===== src/rtl/gcn_pkg.sv =====
// Shared types and defaults for the GCN feature x weight sequencing logic.
package gcn_pkg;

  localparam int DEFAULT_FEATURE_ROWS = 6;
  localparam int DEFAULT_WEIGHT_COLS  = 3;
  localparam logic [12:0] FEATURE_BASE_ADDR = 13'h200;

  typedef enum logic [2:0] {
    IDLE,
    LOAD_W,
    LOAD_F,
    MAC_ISSUE,
    MAC_WAIT,
    WRITE,
    DONE
  } state_t;

  // A single-entry range still needs a 1-bit index.
  function automatic int idx_width(input int n);
    return (n > 1) ? $clog2(n) : 1;
  endfunction

endpackage


===== src/rtl/fm_wm_scheduler_if.sv =====
// Control/memory/MAC handshake bundle between the scheduler and its datapath.
interface fm_wm_scheduler_if #(
  parameter int ADDRESS_WIDTH = 13,
  parameter int ROW_W         = 3,
  parameter int COL_W         = 2
);
  logic                     start;
  logic [ADDRESS_WIDTH-1:0] read_address;
  logic                     enable_read;
  logic                     weight_load;
  logic                     feature_load;
  logic [COL_W-1:0]         weight_col;
  logic [ROW_W-1:0]         feature_row;
  logic                     mac_start;
  logic                     mac_done;
  logic                     write_enable;
  logic                     done;

  modport master (
    input  start, mac_done,
    output read_address, enable_read, weight_load, feature_load,
           weight_col, feature_row, mac_start, write_enable, done
  );

  modport slave (
    output start, mac_done,
    input  read_address, enable_read, weight_load, feature_load,
           weight_col, feature_row, mac_start, write_enable, done
  );
endinterface


===== src/rtl/gcn_idx_counter.sv =====
// Bounded up-counter: clear wins over enable, holds at MAX-1 and flags it.
module gcn_idx_counter
  import gcn_pkg::*;
#(
  parameter int MAX = 4,
  parameter int W   = idx_width(MAX)
) (
  input  logic         clk,
  input  logic         rst_n,
  input  logic         clr_i,
  input  logic         en_i,
  output logic [W-1:0] cnt_o,
  output logic         last_o
);
  logic [W-1:0] cnt_q, cnt_d;

  assign last_o = (cnt_q == W'(MAX - 1));
  assign cnt_o  = cnt_q;

  always_comb begin
    cnt_d = cnt_q;
    if (clr_i) begin
      cnt_d = '0;
    end else if (en_i && !last_o) begin
      cnt_d = cnt_q + W'(1);
    end
  end

  always_ff @(posedge clk or negedge rst_n) begin
    if (!rst_n) begin
      cnt_q <= '0;
    end else begin
      cnt_q <= cnt_d;
    end
  end
endmodule


===== src/rtl/fm_wm_scheduler.sv =====
// Sequencer for the feature x weight product: loads weights, then per row issues
// one dot product per column and strobes each result into the output buffer.
module fm_wm_scheduler
  import gcn_pkg::*;
#(
  parameter int FEATURE_ROWS  = DEFAULT_FEATURE_ROWS,
  parameter int WEIGHT_COLS   = DEFAULT_WEIGHT_COLS,
  parameter int ADDRESS_WIDTH = 13,
  parameter logic [ADDRESS_WIDTH-1:0] FEATURE_BASE = ADDRESS_WIDTH'(FEATURE_BASE_ADDR),
  parameter int ROW_W         = idx_width(FEATURE_ROWS),
  parameter int COL_W         = idx_width(WEIGHT_COLS)
) (
  input  logic              clk,
  input  logic              reset,
  fm_wm_scheduler_if.master bus
);
  state_t           state_q, state_d;
  logic             row_clr, row_en, row_last;
  logic             col_clr, col_en, col_last;
  logic [ROW_W-1:0] row;
  logic [COL_W-1:0] col;

  logic [ADDRESS_WIDTH-1:0] rd_addr;
  logic                     en_rd, wl, fl, ms, we, dn;
  logic [COL_W-1:0]         wc;
  logic [ROW_W-1:0]         fr;

  gcn_idx_counter #(.MAX(FEATURE_ROWS), .W(ROW_W)) u_row (
    .clk(clk), .rst_n(reset), .clr_i(row_clr), .en_i(row_en),
    .cnt_o(row), .last_o(row_last)
  );

  gcn_idx_counter #(.MAX(WEIGHT_COLS), .W(COL_W)) u_col (
    .clk(clk), .rst_n(reset), .clr_i(col_clr), .en_i(col_en),
    .cnt_o(col), .last_o(col_last)
  );

  always_ff @(posedge clk or negedge reset) begin
    if (!reset) begin
      state_q <= IDLE;
    end else begin
      state_q <= state_d;
    end
  end

  // Outputs decode only state_q and counter registers, never an input.
  always_comb begin
    state_d = state_q;
    row_clr = 1'b0;
    row_en  = 1'b0;
    col_clr = 1'b0;
    col_en  = 1'b0;
    rd_addr = '0;
    en_rd   = 1'b0;
    wl      = 1'b0;
    fl      = 1'b0;
    ms      = 1'b0;
    we      = 1'b0;
    dn      = 1'b0;
    wc      = '0;
    fr      = '0;
    unique case (state_q)
      IDLE: begin
        if (bus.start) begin
          state_d = LOAD_W;
          row_clr = 1'b1;
          col_clr = 1'b1;
        end
      end
      LOAD_W: begin
        en_rd   = 1'b1;
        wl      = 1'b1;
        rd_addr = ADDRESS_WIDTH'(col);
        wc      = col;
        if (col_last) begin
          state_d = LOAD_F;
          row_clr = 1'b1;
          col_clr = 1'b1;
        end else begin
          col_en = 1'b1;
        end
      end
      LOAD_F: begin
        en_rd   = 1'b1;
        fl      = 1'b1;
        rd_addr = FEATURE_BASE + ADDRESS_WIDTH'(row);
        fr      = row;
        state_d = MAC_ISSUE;
      end
      MAC_ISSUE: begin
        ms      = 1'b1;
        wc      = col;
        fr      = row;
        state_d = MAC_WAIT;
      end
      MAC_WAIT: begin
        wc = col;
        fr = row;
        if (bus.mac_done) state_d = WRITE;
      end
      WRITE: begin
        we = 1'b1;
        wc = col;
        fr = row;
        if (!col_last) begin
          col_en  = 1'b1;
          state_d = MAC_ISSUE;
        end else if (!row_last) begin
          row_en  = 1'b1;
          col_clr = 1'b1;
          state_d = LOAD_F;
        end else begin
          state_d = DONE;
        end
      end
      DONE: begin
        dn = 1'b1;
        if (!bus.start) begin
          state_d = IDLE;
          row_clr = 1'b1;
          col_clr = 1'b1;
        end
      end
      default: state_d = IDLE;
    endcase
  end

  assign bus.read_address = rd_addr;
  assign bus.enable_read  = en_rd;
  assign bus.weight_load  = wl;
  assign bus.feature_load = fl;
  assign bus.mac_start    = ms;
  assign bus.write_enable = we;
  assign bus.done         = dn;
  assign bus.weight_col   = wc;
  assign bus.feature_row  = fr;
endmodule


===== src/flat_wrapper.sv =====
// flat-port wrapper written by rule: the top's interface ports become plain ports
module fm_wm_scheduler_flat import gcn_pkg::*;
#(
  parameter int FEATURE_ROWS  = DEFAULT_FEATURE_ROWS,
  parameter int WEIGHT_COLS   = DEFAULT_WEIGHT_COLS,
  parameter int ADDRESS_WIDTH = 13,
  parameter logic [ADDRESS_WIDTH-1:0] FEATURE_BASE = ADDRESS_WIDTH'(FEATURE_BASE_ADDR),
  parameter int ROW_W         = idx_width(FEATURE_ROWS),
  parameter int COL_W         = idx_width(WEIGHT_COLS)
)
  (clk, reset, bus_start, bus_mac_done, bus_read_address, bus_enable_read, bus_weight_load, bus_feature_load, bus_weight_col, bus_feature_row, bus_mac_start, bus_write_enable, bus_done);
  fm_wm_scheduler_if #(.ADDRESS_WIDTH(ADDRESS_WIDTH), .ROW_W(ROW_W), .COL_W(COL_W)) bus_i ();
  input  logic clk;
  input  logic reset;
  input wire logic [$bits(bus_i.start)-1:0] bus_start;
  input wire logic [$bits(bus_i.mac_done)-1:0] bus_mac_done;
  output wire logic [$bits(bus_i.read_address)-1:0] bus_read_address;
  output wire logic [$bits(bus_i.enable_read)-1:0] bus_enable_read;
  output wire logic [$bits(bus_i.weight_load)-1:0] bus_weight_load;
  output wire logic [$bits(bus_i.feature_load)-1:0] bus_feature_load;
  output wire logic [$bits(bus_i.weight_col)-1:0] bus_weight_col;
  output wire logic [$bits(bus_i.feature_row)-1:0] bus_feature_row;
  output wire logic [$bits(bus_i.mac_start)-1:0] bus_mac_start;
  output wire logic [$bits(bus_i.write_enable)-1:0] bus_write_enable;
  output wire logic [$bits(bus_i.done)-1:0] bus_done;
  assign bus_i.start = bus_start;
  assign bus_i.mac_done = bus_mac_done;
  assign bus_read_address = bus_i.read_address;
  assign bus_enable_read = bus_i.enable_read;
  assign bus_weight_load = bus_i.weight_load;
  assign bus_feature_load = bus_i.feature_load;
  assign bus_weight_col = bus_i.weight_col;
  assign bus_feature_row = bus_i.feature_row;
  assign bus_mac_start = bus_i.mac_start;
  assign bus_write_enable = bus_i.write_enable;
  assign bus_done = bus_i.done;
  fm_wm_scheduler #(.FEATURE_ROWS(FEATURE_ROWS), .WEIGHT_COLS(WEIGHT_COLS), .ADDRESS_WIDTH(ADDRESS_WIDTH), .FEATURE_BASE(FEATURE_BASE), .ROW_W(ROW_W), .COL_W(COL_W)) u_core (.clk(clk), .reset(reset), .bus(bus_i));
endmodule

===== config.mk =====
export PLATFORM = sky130hd
export DESIGN_NAME = fm_wm_scheduler_flat
export DESIGN_NICKNAME = d
export VERILOG_FILES = /design/src/rtl/gcn_pkg.sv /design/src/rtl/fm_wm_scheduler_if.sv /design/src/rtl/gcn_idx_counter.sv /design/src/rtl/fm_wm_scheduler.sv /design/src/flat_wrapper.sv
export SDC_FILE = /design/constraint.sdc
export NUM_CORES = 1
export LEC_CHECK = 0
export ABC_AREA = 1
export CORE_ASPECT_RATIO = 0.9
export CORE_MARGIN = 2
export CORE_UTILIZATION = 44
export CTS_CLUSTER_DIAMETER = 200
export DETAILED_ROUTE_END_ITERATION = 10
export GPL_TIMING_DRIVEN = 0
export PLACE_DENSITY = 0.81
export SYNTH_ARGS = -nofsm -noshare
export SYNTH_HDL_FRONTEND = slang
export SYNTH_HIERARCHICAL = 1
export SYNTH_SLANG_ARGS = --single-unit

===== constraint.sdc =====
create_clock -name clk -period 1.8 [get_ports clk]
set_input_delay 0.27 -clock clk [delete_from_list [all_inputs] [get_ports clk]]
set_output_delay 0.27 -clock clk [all_outputs]
set_load 0.05 [all_outputs]

# ---- Word level (Yosys, flattened, before mapping)
# Cells that the tools add are included.
dict set report totals {
  in_bits 4
  regBits 8
  output_inout_bits 24
  word_cells 60
}
dict set report op_classes {
  n_mux 30
  n_reduce_logical 12
  n_addsub 3
  n_eq_ne 12
}
# operator count
set op_table {}
lappend op_table {{$mux W3} 9}
lappend op_table {{$pmux W13 S2} 1}
lappend op_table {{$pmux W3 S7} 1}
lappend op_table {{$mux W1} 14}
lappend op_table {{$eq A3 B3 Y1 const B} 4}
lappend op_table {{$add A10 B3 Y11 const A} 1}
lappend op_table {{$reduce_or A4 Y1} 2}
lappend op_table {{$eq A3 B2 Y1 const B} 2}
lappend op_table {{$mux W2} 3}
lappend op_table {{$ne A2 B2 Y1 const B} 3}
lappend op_table {{$pmux W1 S4} 1}
lappend op_table {{$reduce_and A4 Y1} 1}
lappend op_table {{$reduce_bool A2 Y1} 2}
lappend op_table {{$reduce_or A2 Y1} 2}
lappend op_table {{$add A3 B1 Y3 const B} 1}
lappend op_table {{$eq A3 B1 Y1 const B} 1}
lappend op_table {{$logic_not A3 Y1} 1}
lappend op_table {{$pmux W1 S3} 1}
lappend op_table {{$add A2 B1 Y2 const B} 1}
lappend op_table {{$eq A2 B2 Y1 const B} 1}
lappend op_table {{$logic_and A1 B1 Y1} 2}
lappend op_table {{$logic_not A1 Y1} 2}
lappend op_table {{$ne A2 B1 Y1 const B} 1}

# ---- Logic depth before layout (Yosys ltp)
# Gate-level depths: netlist of run 1.
dict set report depth {
  depth_word 7
  ltp_mapped 12
  mapped_depth_nobuf 12
}

# ---- Cells and area by module
# Netlist of run 1, hierarchy kept.
# module cells_each n_inst area_each_um2 seq_area_each_um2
set modules_own_cells {}
lappend modules_own_cells {fm_wm_scheduler 86 1 501.7 75.1}
lappend modules_own_cells {{gcn_idx_counter (u_core.u_row)} 26 1 188.9 75.1}
lappend modules_own_cells {{gcn_idx_counter (u_core.u_col)} 16 1 118.9 50.0}

# ---- Worst setup path before layout of run 1
# No wires, ideal clock.
dict set report synth_timing {
  path_type {register to output}
  from {register u_core.state_q[0]}
  to {output port bus_read_address[0]}
  stages_incl_launch_ff 7
  arrival_time_ps 1508
  path_buffers 1
  slack_ps 22
  cell_sequence {dfrtp_1 buf_6 nor2_2 nand2_2 inv_2 nand2_1 o21ai_1}
}
dict set report synth_via {
  elab_chain_len 2
  word_cells_on_any_way 3
  classes_between {eq/ne (2); mux (1)}
}
# element line_no
set synth_rtl {}
lappend synth_rtl {{from (decl)} fm_wm_scheduler.sv:17} ;# state_t state_q, state_d;
lappend synth_rtl {{from (signal assigned)} fm_wm_scheduler.sv:42} ;# state_q <= state_d;
lappend synth_rtl {{$eq A3 B2 Y1 / $eq A3 B1 Y1 (equally long branches)} fm_wm_scheduler.sv:62} ;# unique case (state_q)
lappend synth_rtl {{$pmux W13 S2 *} fm_wm_scheduler.sv:62}
lappend synth_rtl {{to (decl)} flat_wrapper.sv:17} ;# output wire logic [$bits(bus_i.read_address)-1:0] bus_read_address;
# Every way passes the cells marked *; elsewhere a longest branch is shown, timed or not.

# ---- Final worst setup path of run 1
dict set report layout_timing {
  from {register u_core.state_q[0]}
  to {output port bus_feature_load}
}
dict set report layout_via {
  elab_chain_len 2
}
# element line_no
set layout_rtl {}
lappend layout_rtl {{$eq A3 B2 Y1} fm_wm_scheduler.sv:62}
lappend layout_rtl {{$mux W1} fm_wm_scheduler.sv:62}
lappend layout_rtl {{to (decl)} flat_wrapper.sv:20} ;# output wire logic [$bits(bus_i.feature_load)-1:0] bus_feature_load;
# Every way passes these cells.

==> run summary, run 1 <==
crit-path leading delay family: buffers and inverters
WL/cell: 9.57 um
clock root cell: clkbuf_4
Placeable Area: 0.00170 mm2
first-pass GRT wire length: 2830 um
post-synthesis cell area: 810 um2
Clock Tree Buf Depth: 2
Largest stage delay, worst path: 0.37 ns
Die Y: 44.7 um
post-route clock period utilization: 0.969
GRT Overall Usage: 0.170
pin count of the biggest net entering global routing: 9
hold buffer count at cts: 0
Mean Syn Cell Area: 6.32 um2
Slew Viols, Final: 0
Hold Path Class: in2async
worst-path fanout max: 8
leakage: 0.648 nW
max frequency: 573 MHz
input/output buffers: 18
drc violations: 0
Clock Latency Late Sink: 0.26 ns
clock skew: 0.0102 ns
critical path's slowest cell: dfrtp_1
CP endpoint kind: output pin
Cell variety after synth: 19
sequential fraction of the synthesis area: 0.247
vias in the first global route: 685
WS Path Type: reg2out
status: completed
Mapped Cells: 128
initial core utilization: 0.476
Detailed Route WL: 1730 um
crit-path cells: buf_6 -> nor2_4 -> nand2_2 -> inv_2 -> clkdlybuf4s18_2
synth warn: 6
Initial DRC Count: 16
Buf/Inv on CP: 3
IR drop worst, VDD: 0.700 mV
max-cap viol count: 0
die area: 0.00220 mm2
Die X: 49.2 um
Worst Setup Slack, final: 0.0549 ns
CP required: 1.53 ns
Worst EP arrival: 1.48 ns
Routability Congestion: 0.892
setup TNS: 0 ns
final hold vios: 0
Top Ports: 28
Setup WS pre-CTS: -0.312 ns
Area Growth Syn to Fin: 28.0%
Min Clock Period, post-route: 1.75 ns
share of cells above drive strength 1: 0.306
Pwr Density: 1440 mW/mm2
# setup viols final: 0
nets@finish: 166
1st-pass router iterations: 4
CP Launch Type: flip-flop
initial antenna violation count: 0
#FFs+latches synth: 8
CTS tree: done
Vias: 809
mean number of vias per cell: 4.47
CTS Sinks: 8
Rows: 14
H-tree levels: 1
diode count: 0
CTS clk-pin slew, worst paths: 0.06 ns
Detail Placement HPWL: 1430 um
GRT overflow: 0
total clock buffers created by CTS: 3
DRT antenna net count: 0
==> placed cells by master (no fill, tap or decap) <==
master / count
clkinv_1: 1
nand2_2: 5
nor2_2: 2
buf_4: 14
dfrtp_2: 1
clkdlybuf4s15_2: 1
nand3_1: 15
nor2_4: 4
clkdlybuf4s18_2: 2
inv_1: 24
conb_1: 9
clkbuf_4: 3
ha_1: 3
buf_6: 2
nor2_1: 8
o21ai_1: 3
dfrtp_1: 7
nand4_1: 3
nand3_2: 1
buf_2: 5
or2_4: 1
nand2_1: 32
clkbuf_2: 2
inv_2: 5
a21boi_0: 1
clkdlybuf4s50_1: 3
==> registers in the layout, summed over array words and instances (netlist names) <==
register            cells
u_core/state_q          3
u_core/u_row/cnt_o      3
u_core/u_col/cnt_o      2
==> power breakdown <==
group	internal, mW	switching [mW]	leakage [nW]
combinational	0.315	0.760	0.529
clock	0.0767	0.0663	0.0138
sequential	0.227	0.0485	0.105
==> metal layers <==
metal,GRT usage,vias to the layer above,part of all wire
met4,0.120,0,0.018
met2,0.295,32,0.45
met5,0,-,0
met1,0.200,351,0.44
met3,0.0232,4,0.087
li1,-,422,-
==> logic make-up after synthesis <==
kind of cell | count (synthesis) | synth area share
compound gates | 4 | 0.0278
fa+ha+maj | 3 | 0.0464
buf+inv | 41 | 0.246
flops | 8 | 0.247
other cells | 1 | 0.00463
simple gates | 71 | 0.428
==> final timing paths <==
check / to / cells after the start / slack [ns] / from
worst min register to register: u_core/u_col/cnt_o[0]$_DFFE_PN0P_ / 2 / 0.57 / u_core/u_col/cnt_o[0]$_DFFE_PN0P_
worst max register to register: u_core/u_row/cnt_o[2]$_DFFE_PN0P_ / 11 / 0.22 / u_core/u_col/cnt_o[0]$_DFFE_PN0P_
max in group asynchronous: u_core/state_q[2]$_DFFE_PN0P_ / 1 / 1.20 / reset
min in group clk: u_core/u_col/cnt_o[0]$_DFFE_PN0P_ / 2 / 0.57 / u_core/u_col/cnt_o[0]$_DFFE_PN0P_
worst min-delay path: u_core/state_q[0]$_DFFE_PN0P_ / 1 / 0.30 / reset
worst max-delay path: bus_feature_load / 5 / 0.05 / u_core/state_q[0]$_DFFE_PN0P_
==> per-stage QoR <==
stage | instances | area [um2] | total power [mW] | hold slack [ns] | util
after detailed placement | 178 | 1050 | 1.39 | 0.554 | 0.618
final | 181 | 1040 | 1.49 | 0.296 | 0.610
after global routing | 181 | 1040 | 1.61 | 0.330 | 0.610
after CTS | 181 | 1060 | 1.51 | 0.304 | 0.624
after global placement | 178 | 1050 | 1.35 | 0.536 | 0.618
after floorplan | 136 | 840 | 1.13 | -0.0256 | -
==> cells in the mapped netlist <==
master,number,share of area
clkinv_1,1,0.0046
nand2_1,32,0.15
dfrtp_1,8,0.25
nand4_1,3,0.023
nor2_4,3,0.042
nand2_2,5,0.039
nand3_1,15,0.093
nor2_2,3,0.023
inv_1,24,0.11
buf_4,10,0.093
nor2_1,8,0.037
a21boi_0,1,0.0093
or2_4,1,0.011
nand3_2,1,0.012
ha_1,3,0.046
o21ai_1,3,0.019
conb_1,1,0.0046
inv_2,5,0.023
buf_6,1,0.014
==> repair_timing <==
action,4_1_cts,5_1_grt
setup endpoints to repair,15,13
resized for setup,64,11
buffers inserted,0,0
==> cell type report <==
type                    instances  area, um2
fillers                       168        663
plain buffers                  11       86.3
multi-input cells              87        445
clock buffers                   3       22.5
flip-flops and latches          8        201
well taps                      24       30.0
repair buffers                 18        138
inverters                      30        113
No activity file was read; power rests on OpenSTA's default activity.
==> run 2, diff against run 1 <==
- ABC_AREA: 1 -> default
- CORE_UTILIZATION: 44 -> 43
- clock period: 1.8 -> 2.2 ns (I/O delays scaled with it)
==> run summary, run 2 <==
final core occ: 0.596
CP required: 1.87 ns
commonest non-fill, non-tap cell in the layout: buf_4
Mean Syn Cell Area: 8.63 um2
clock skew: 0.00191 ns
Routability Congestion: 0.780
Worst Setup Slack, final: 0.0547 ns
GRT overflow: 0
first-pass GRT wire length: 2710 um
unrepaired setup endpoints after global routing: false
compound-cell area share of the yosys netlist: 0.129
nets@finish: 126
total setup buffers inserted after CTS: 0
Placeable Area: 0.00166 mm2
#FFs+latches synth: 8
GRT Overall Usage: 0.166
sequential fraction of the synthesis area: 0.264
Final Non-Filler Cells: 141
Mapped Cells: 88
largest family of logic cells by synthesized area: simple AND/OR/NAND/NOR gates
max frequency: 466 MHz
synth warn: 6
CP Launch Type: flip-flop
total clock buffers created by CTS: 3
post-route clock period utilization: 0.975
initial core utilization: 0.456
cell taking the most area after synthesis: dfrtp_1
Detailed Route WL: 1620 um
status: completed
WL/cell: 11.5 um
mean number of vias per cell: 4.70
Worst EP arrival: 1.82 ns
FFs w/ async S/R, synth: 1.00
Post-synth EDFFs: 0
1st-pass router iterations: 4
Setup WS pre-CTS: 0.0693 ns
H-tree levels: 1
Clock Tree Buf Depth: 2
worst-path fanout max: 10
initial antenna violation count: 0
IR drop worst, VDD: 0.806 mV
most common cell in the netlist: buf_4
Top Ports: 28
clock root cell: clkbuf_4
top-area cell type share of the netlist area: 0.264
Detail Placement HPWL: 1250 um
Post-Synth XOR/XNOR Area: 0.0115
Pwr Density: 1360 mW/mm2
most frequent cells in the layout: 12 x buf_4, 10 x nor2_1, 9 x conb_1
Slew Viols, Final: 0
WS Path Type: reg2out
Min Clock Period, post-route: 2.15 ns
share of cells above drive strength 1: 0.248
Post-Synth Simple-Gate Area: 0.320
Post-synth top cells: 12 x buf_4, 10 x nor2_1, 8 x dfrtp_1, 7 x and2_1, 5 x inv_1
Hold Path Class: in2async
CTS clk-pin slew, worst paths: 0.06 ns
Largest stage delay, worst path: 0.80 ns
hold buffer count at cts: 0
Die X: 48.3 um
input/output buffers: 18
critical path's slowest cell: clkdlybuf4s50_1
pin count of the biggest net entering global routing: 11
worst hold margin: 0.365 ns
post-synthesis cell area: 759 um2
Clock Latency Late Sink: 0.26 ns
overall power: 1.34 mW
CTS tree: done
# setup viols final: 0
setup TNS: 0 ns
Slew @ Worst Pin: 0.546 ns
main area contributors after synthesis: dfrtp_1 26%, buf_4 12%, mux2_4 5.9%
Die Y: 43.9 um
Slew HR: 0.630
Vias: 663
post-CTS sizing: 14
leakage: 0.549 nW
DRT antenna net count: 0
Area Growth Syn to Fin: 30.6%
placed cell area: 1000 um2
CTS Sinks: 8
crit-path cells: buf_4 -> nor2_1 -> clkdlybuf4s50_1
final hold vios: 0
max-cap viol count: 0
Initial DRC Count: 13
post-synthesis adder-cell area fraction: 0.0494
drc violations: 0
final instance area: 992 um2
Rows: 14
post-placement cell count: 138
post-synthesis mux area share: 0.0725
CP endpoint kind: output pin
vias in the first global route: 596
die area: 0.00212 mm2
Cell variety after synth: 33
diode count: 0
Top FF cell, synth: dfrtp_1
run 2: worst paths after layout:
path                                                   start  cells past startpoint                                end  slack [ns]
max                            u_core/state_q[2]$_DFFE_PN0P_                      3                    bus_weight_load        0.05
min                                                    reset                      1      u_core/state_q[2]$_DFFE_PN0P_        0.36
min reg2reg                u_core/u_row/cnt_o[1]$_DFFE_PN0P_                      1  u_core/u_row/cnt_o[1]$_DFFE_PN0P_        0.66
max reg2reg                u_core/u_row/cnt_o[0]$_DFFE_PN0P_                      5  u_core/u_row/cnt_o[0]$_DFFE_PN0P_        0.11
min in group clk           u_core/u_row/cnt_o[1]$_DFFE_PN0P_                      1  u_core/u_row/cnt_o[1]$_DFFE_PN0P_        0.66
max in group asynchronous                              reset                      1  u_core/u_col/cnt_o[1]$_DFFE_PN0P_        1.55
run 2: final cells by class:
cell class              count  area (um2)
plain buffers              13        95.1
clock buffers               3        22.5
fillers                   165         672
inverters                   5        18.8
multi-input cells          70         475
flip-flops and latches      8         200
well taps                  24        30.0
repair buffers             18         150
run 2: power breakdown:
group	switching (mW)	internal (mW)	total, mW	leakage [nW]
Sequential	0.0554	0.197	0.252	0.106
Clock	0.0548	0.0628	0.118	0.0138
Combinational	0.620	0.355	0.975	0.429
run 2: cells by family after synthesis:
| logic type | after synthesis |
|---|---|
| buffers and inverters | 18 |
| muxes | 4 |
| DFF | 8 |
| adders and majority gates | 3 |
| and+or+nand+nor | 40 |
| AOI/OAI and AO/OA | 13 |
| xor gates and xnor gates | 1 |
| other | 1 |
run 2: per-layer routing:
layer / part of all wire / GRT usage / vias to the layer above
met4: 0.0062 / 0.0686 / 0
met5: 0 / 0 / -
li1: - / - / 332
met3: 0.078 / 0.0414 / 2
met1: 0.45 / 0.210 / 298
met2: 0.46 / 0.275 / 31
run 2: worst max-delay path, delay by kind of cell, from the launching register on:
family / cells / cell delay [ns]
buffers and inverters: 2 / 1.00
AND/OR/NAND/NOR: 1 / 0.10
flip-flops: 1 / 0.45
==> run 3, diff against run 2 <==
- ABC_CLOCK_PERIOD_IN_PS: default -> 2200
==> results of run 3 <==
Final layout, timing and power as in run 2 (identical DEF).
